<file path="config.mk">
export PLATFORM = sky130hd
export DESIGN_NAME = serial_sub_ctrl
export DESIGN_NICKNAME = d
export VERILOG_FILES = /design/src/rtl/serial_sub_pkg.sv /design/src/rtl/full_subtractor.sv /design/src/rtl/serial_sub_ctrl.sv
export SDC_FILE = /design/constraint.sdc
export NUM_CORES = 1
export LEC_CHECK = 0
export CAP_MARGIN = 10
export CORE_MARGIN = 2
export CORE_UTILIZATION = 46
export DETAILED_ROUTE_END_ITERATION = 10
export PLACE_DENSITY = 0.84
export SLEW_MARGIN = 20
export SYNTH_ARGS = -nofsm -noshare
export SYNTH_HDL_FRONTEND = slang
export SYNTH_SLANG_ARGS = --single-unit
</file>
<file path="constraint.sdc">
create_clock -name clk -period 1.2 [get_ports clk]
set_input_delay 0.24 -clock clk [delete_from_list [all_inputs] [get_ports clk]]
set_output_delay 0.24 -clock clk [all_outputs]
set_load 0.03 [all_outputs]
</file>
<file path="src/rtl/serial_sub_pkg.sv">
// Shared types and sizing helpers for the bit-serial subtraction controller.
package serial_sub_pkg;

    typedef enum logic [1:0] {
        IDLE  = 2'd0,
        SHIFT = 2'd1,
        DONE  = 2'd2
    } state_e;

    function automatic int cnt_width(input int width);
        return (width > 1) ? $clog2(width) : 1;
    endfunction

endpackage

</file>
<file path="src/rtl/full_subtractor.sv">
// One-bit full subtractor cell: Difference = A - B - Bin, Bout = borrow out.
module full_subtractor (
    input  logic A,
    input  logic B,
    input  logic Bin,
    output logic Difference,
    output logic Bout
);

    assign Difference = A ^ B ^ Bin;
    assign Bout       = (~A & B) | (~(A ^ B) & Bin);

endmodule

</file>
<file path="src/rtl/serial_sub_ctrl.sv">
// Bit-serial sequencer computing (a - b - bin) mod 2^WIDTH, LSB first,
// one full_subtractor step per clock with a registered borrow between bits.
module serial_sub_ctrl
    import serial_sub_pkg::*;
#(
    parameter int WIDTH = 8
) (
    input  logic             clk,
    input  logic             rst,
    input  logic             start,
    input  logic [WIDTH-1:0] a,
    input  logic [WIDTH-1:0] b,
    input  logic             bin,
    output logic             busy,
    output logic             done,
    output logic [WIDTH-1:0] diff,
    output logic             bout
);

    localparam int               CNT_W    = cnt_width(WIDTH);
    localparam logic [CNT_W-1:0] CNT_LAST = CNT_W'(WIDTH - 1);

    state_e           state_q;
    logic [CNT_W-1:0] cnt_q;
    logic [WIDTH-1:0] a_sh_q;
    logic [WIDTH-1:0] b_sh_q;
    logic [WIDTH-2:0] d_sh_q;
    logic             borrow_q;
    logic             busy_q;
    logic             done_q;
    logic [WIDTH-1:0] diff_q;
    logic             bout_q;

    logic             diff_bit_s;
    logic             bout_bit_s;
    logic [WIDTH-1:0] d_cat_s;

    full_subtractor u_cell (
        .A          (a_sh_q[0]),
        .B          (b_sh_q[0]),
        .Bin        (borrow_q),
        .Difference (diff_bit_s),
        .Bout       (bout_bit_s)
    );

    // The result register only needs WIDTH-1 stored bits: the last bit comes
    // straight from the cell on the final edge.
    assign d_cat_s = {diff_bit_s, d_sh_q};

    // Controller state, datapath shift registers and registered outputs.
    always_ff @(posedge clk) begin
        if (rst) begin
            state_q  <= IDLE;
            cnt_q    <= {CNT_W{1'b0}};
            a_sh_q   <= {WIDTH{1'b0}};
            b_sh_q   <= {WIDTH{1'b0}};
            d_sh_q   <= {(WIDTH-1){1'b0}};
            borrow_q <= 1'b0;
            busy_q   <= 1'b0;
            done_q   <= 1'b0;
            diff_q   <= {WIDTH{1'b0}};
            bout_q   <= 1'b0;
        end else begin
            case (state_q)
                IDLE: begin
                    done_q <= 1'b0;
                    if (start) begin
                        state_q  <= SHIFT;
                        a_sh_q   <= a;
                        b_sh_q   <= b;
                        borrow_q <= bin;
                        cnt_q    <= {CNT_W{1'b0}};
                        d_sh_q   <= {(WIDTH-1){1'b0}};
                        busy_q   <= 1'b1;
                    end else begin
                        busy_q <= 1'b0;
                    end
                end
                SHIFT: begin
                    a_sh_q   <= {1'b0, a_sh_q[WIDTH-1:1]};
                    b_sh_q   <= {1'b0, b_sh_q[WIDTH-1:1]};
                    d_sh_q   <= d_cat_s[WIDTH-1:1];
                    borrow_q <= bout_bit_s;
                    cnt_q    <= cnt_q + CNT_W'(1);
                    if (cnt_q == CNT_LAST) begin
                        state_q <= DONE;
                        diff_q  <= d_cat_s;
                        bout_q  <= bout_bit_s;
                        done_q  <= 1'b1;
                    end else begin
                        done_q <= 1'b0;
                    end
                end
                DONE: begin
                    state_q <= IDLE;
                    done_q  <= 1'b0;
                    busy_q  <= 1'b0;
                end
                default: begin
                    state_q  <= IDLE;
                    cnt_q    <= {CNT_W{1'b0}};
                    borrow_q <= 1'b0;
                    busy_q   <= 1'b0;
                    done_q   <= 1'b0;
                end
            endcase
        end
    end

    assign busy = busy_q;
    assign done = done_q;
    assign diff = diff_q;
    assign bout = bout_q;

endmodule

</file>
==> results.cfg <==
[outcome]
status = finished with violations
violations = setup timing

[global_routing]
grt_pass1_vias = 1314
overflow = 0
antenna_found_initial = 0
grt_max_degree = 29
grt_use_total_pct = 19.27
grt_pass1_wl_um = 6065

[critical_path]
r2r_slack_ns = -0.07
end_kind = register
critPathRequiredTime_ns = 1.45
r2r-start = cnt_q[0]
path_max_fanout = 7
cp.arrival_ns = 1.51
worstReg2RegEnd = diff[6]
rr_worst_depth = 6
start_kind = register
path_class = reg -> reg

[route]
wl_met1_um = 1741
drtIter0Drc = 107
first_pass_iters = 4
vias = 1413
dr_wl_met2_um = 1838
top_layer_used = met4
wl_per_cell_um = 14.38
vias_per_cell = 5.352
ant_nets = 0
routed_wl_um = 3796
drcViolationCount = 0
wl_met3_um = 140

[clock_tree]
cts_tree = yes
cts_max_level = 2
numCtsBuffers = 5
root_buffer = clkbuf_4
clk_latency_ns = 0.35
clkTransAtPathRegs_ns = 0.12
clock_sinks = 40
clock_path_buffers = 2

[logic_synthesis]
synth-main-ff-cell = dfxtp_1
async_reset_ff_share_pct = 0
syn_avg_cell_area_sq_um = 9.678
synth_top_family_by_area = compound AO/OA/AOI/OAI gates
synthAdderAreaFrac_pct = 2.738
yosysSeqAreaShare_pct = 48.67
ys_types = 28
synth_edf_count = 0
syn_area_sq_um = 1645
synthCells = 170
synthSimpleGateAreaFrac_pct = 15.13
synth_xor_xnor_area_share_pct = 0
muxShareOfSynthArea_pct = 9.734
synth_compound_area_share_pct = 16.65
ys_warn_count = 0
syn_nets = 193
synth-seq-cells = 40

[floorplan]
die_y_um = 63.81
die_x_um = 63.81
initial_utilization_pct = 48.54
rows = 21
core_sq_um = 3390
num_io_pins = 31
die_area_sq_um = 4071

[worst_hold_path]
hp-start = start
hold_end = busy
hp-class = in -> reg
holdPathStages = 3

[timing]
rsz0062_at_grt = true
max_freq_mhz = 789.7
timing.final.ws_setup_ns = -0.06632
fin_crit_sh_pct = 105.5
hold_violations = 0
finClkSkew_ns = 0.008969
timing.final.max_slew_violations = 0
max-slew-margin-rel_pct = 84.17
setup_violations = 10
worstMarginPinSlew_ns = 0.2375
final.min_clock_period_ns = 1.266
fin_tns_setup_ns = -0.3487

[cells_and_area]
synthToLayoutAreaGrowth_pct = 41.44
num_antenna_cells = 0
drive_above_1_share_pct = 38.53
post-route-cell-area_sq_um = 2327
nNetsFinal = 240

[place]
preCtsSetupSlack_ns = -0.4413
dpl.hpwl_um = 2251
dpl_cell_area_sq_um = 2021
place_congestion = 0.7854
numPortBuffers = 30

[power]
power.total_uw = 2605
power_density_nw_per_um2 = 1119
power.leakage_uw = 0.0009169
peakVddDrop_mv = 0.5946

[run]
drv_cap = 0
[worst max-delay path, cell delays in order, from the launching register on]
cell and delay [ns]:
dfxtp_4 0.38, ha_4 0.16, ha_4 0.15, buf_4 0.13, buf_4 0.16, nand3_1 0.11
a21oi_1 0.08
[area by class of cell]
cell class | count | area [sq um]
sequential | 40 | 817.0
clock buffer | 6 | 51.30
fill | 239 | 1062
timing repair buffer | 54 | 511.7
tap | 46 | 57.56
inverter | 3 | 11.26
multi-input combinational | 113 | 863.3
clock inverter | 2 | 15.01
[cell usage after synthesis, types with 3 or more instances]
| library cell | n | area, sq um |
|---|---|---|
| a211oi_1 | 15 | 112.6 |
| nor2_1 | 30 | 112.6 |
| nand3_1 | 8 | 40.04 |
| a21oi_1 | 10 | 50.05 |
| clkbuf_1 | 4 | 15.01 |
| nand2_1 | 8 | 30.03 |
| inv_1 | 3 | 11.26 |
| buf_2 | 4 | 20.02 |
| dfxtp_1 | 40 | 800.8 |
| mux2i_1 | 16 | 160.2 |
| a22oi_1 | 9 | 67.56 |
[how the worst max path moves through the flow]
| stage | end | start | slack [ns] | cells after the start |
|---|---|---|---|---|
| 2_1_floorplan | cnt_q[1] | state_q[1] | 0.007 | 6 |
| 3_3_place_gp | borrow_q | start | -0.34 | 4 |
| 3_5_place_dp | borrow_q | start | -0.44 | 4 |
| 4_1_cts | diff[0] | cnt_q[1] | -0.06 | 7 |
| 5_1_grt | state_q[0] | cnt_q[0] | -0.12 | 6 |
| 6_report | diff[6] | cnt_q[0] | -0.07 | 6 |
[kinds of logic (layout without fill, tap and decap cells)]
logic type                 Yosys count  count (layout)
and+or+nand+nor                     55              55
DFF                                 40              40
AOI/OAI and AO/OA                   39              39
buffers and inverters               17              65
muxes                               16              16
adders and majority gates            3               3
[power breakdown]
| part | leakage, uW | total (uW) | switching, uW | internal [uW] |
|---|---|---|---|---|
| sequential | 0.000331 | 1440 | 46.3 | 1390 |
| clock | 0.0000305 | 728 | 443 | 284 |
| combinational | 0.000555 | 438 | 205 | 233 |
| total | 0.000917 | 2600 | 695 | 1910 |
[through the flow]
stage	hold WS, ns	std cells	util, %
detailed placement	0.4515	247	59.62
global placement	0.4449	247	59.62
finish	0.4297	264	68.66
global route	0.4165	264	68.66
CTS	0.4239	264	66.30
floorplan	0.3883	170	-
[state kept, by name, summed over array words and instances, names as in the netlist, 2 cells and up]
register,cells
a_sh_q,8
diff,8
state_q,2
b_sh_q,8
cnt_q,3
d_sh_q,7
[per-layer routing]
metal	vias to the layer above	track usage, %
li1	695	-
met1	681	25.08
met2	28	30.21
met3	9	5.986
met4	0	6.522
met5	-	0
[cell usage in the layout, fill, tap and decap left out, types with 3 or more instances in the layout]
cell type         n
clkbuf_4          5
dfxtp_1          31
nand2_2           6
dfxtp_2           7
buf_6             6
clkdlybuf4s50_1  18
a211oi_1         11
buf_12            3
a211oi_2          4
nand3_1           6
a21oi_1           5
mux2i_1          14
buf_4            26
a21oi_2           5
a22oi_1           8
nor2_1           29
[what timing repair did]
action,CTS,global route
gates resized for setup,23,30
pin swaps,13,11
cloned,1,0
endpoints found under the setup margin,32,32
hold buffers,0,0
endpoints found under the hold margin,0,0
buffers inserted,8,2
Note: power is estimated with default switching activity, not from simulation.
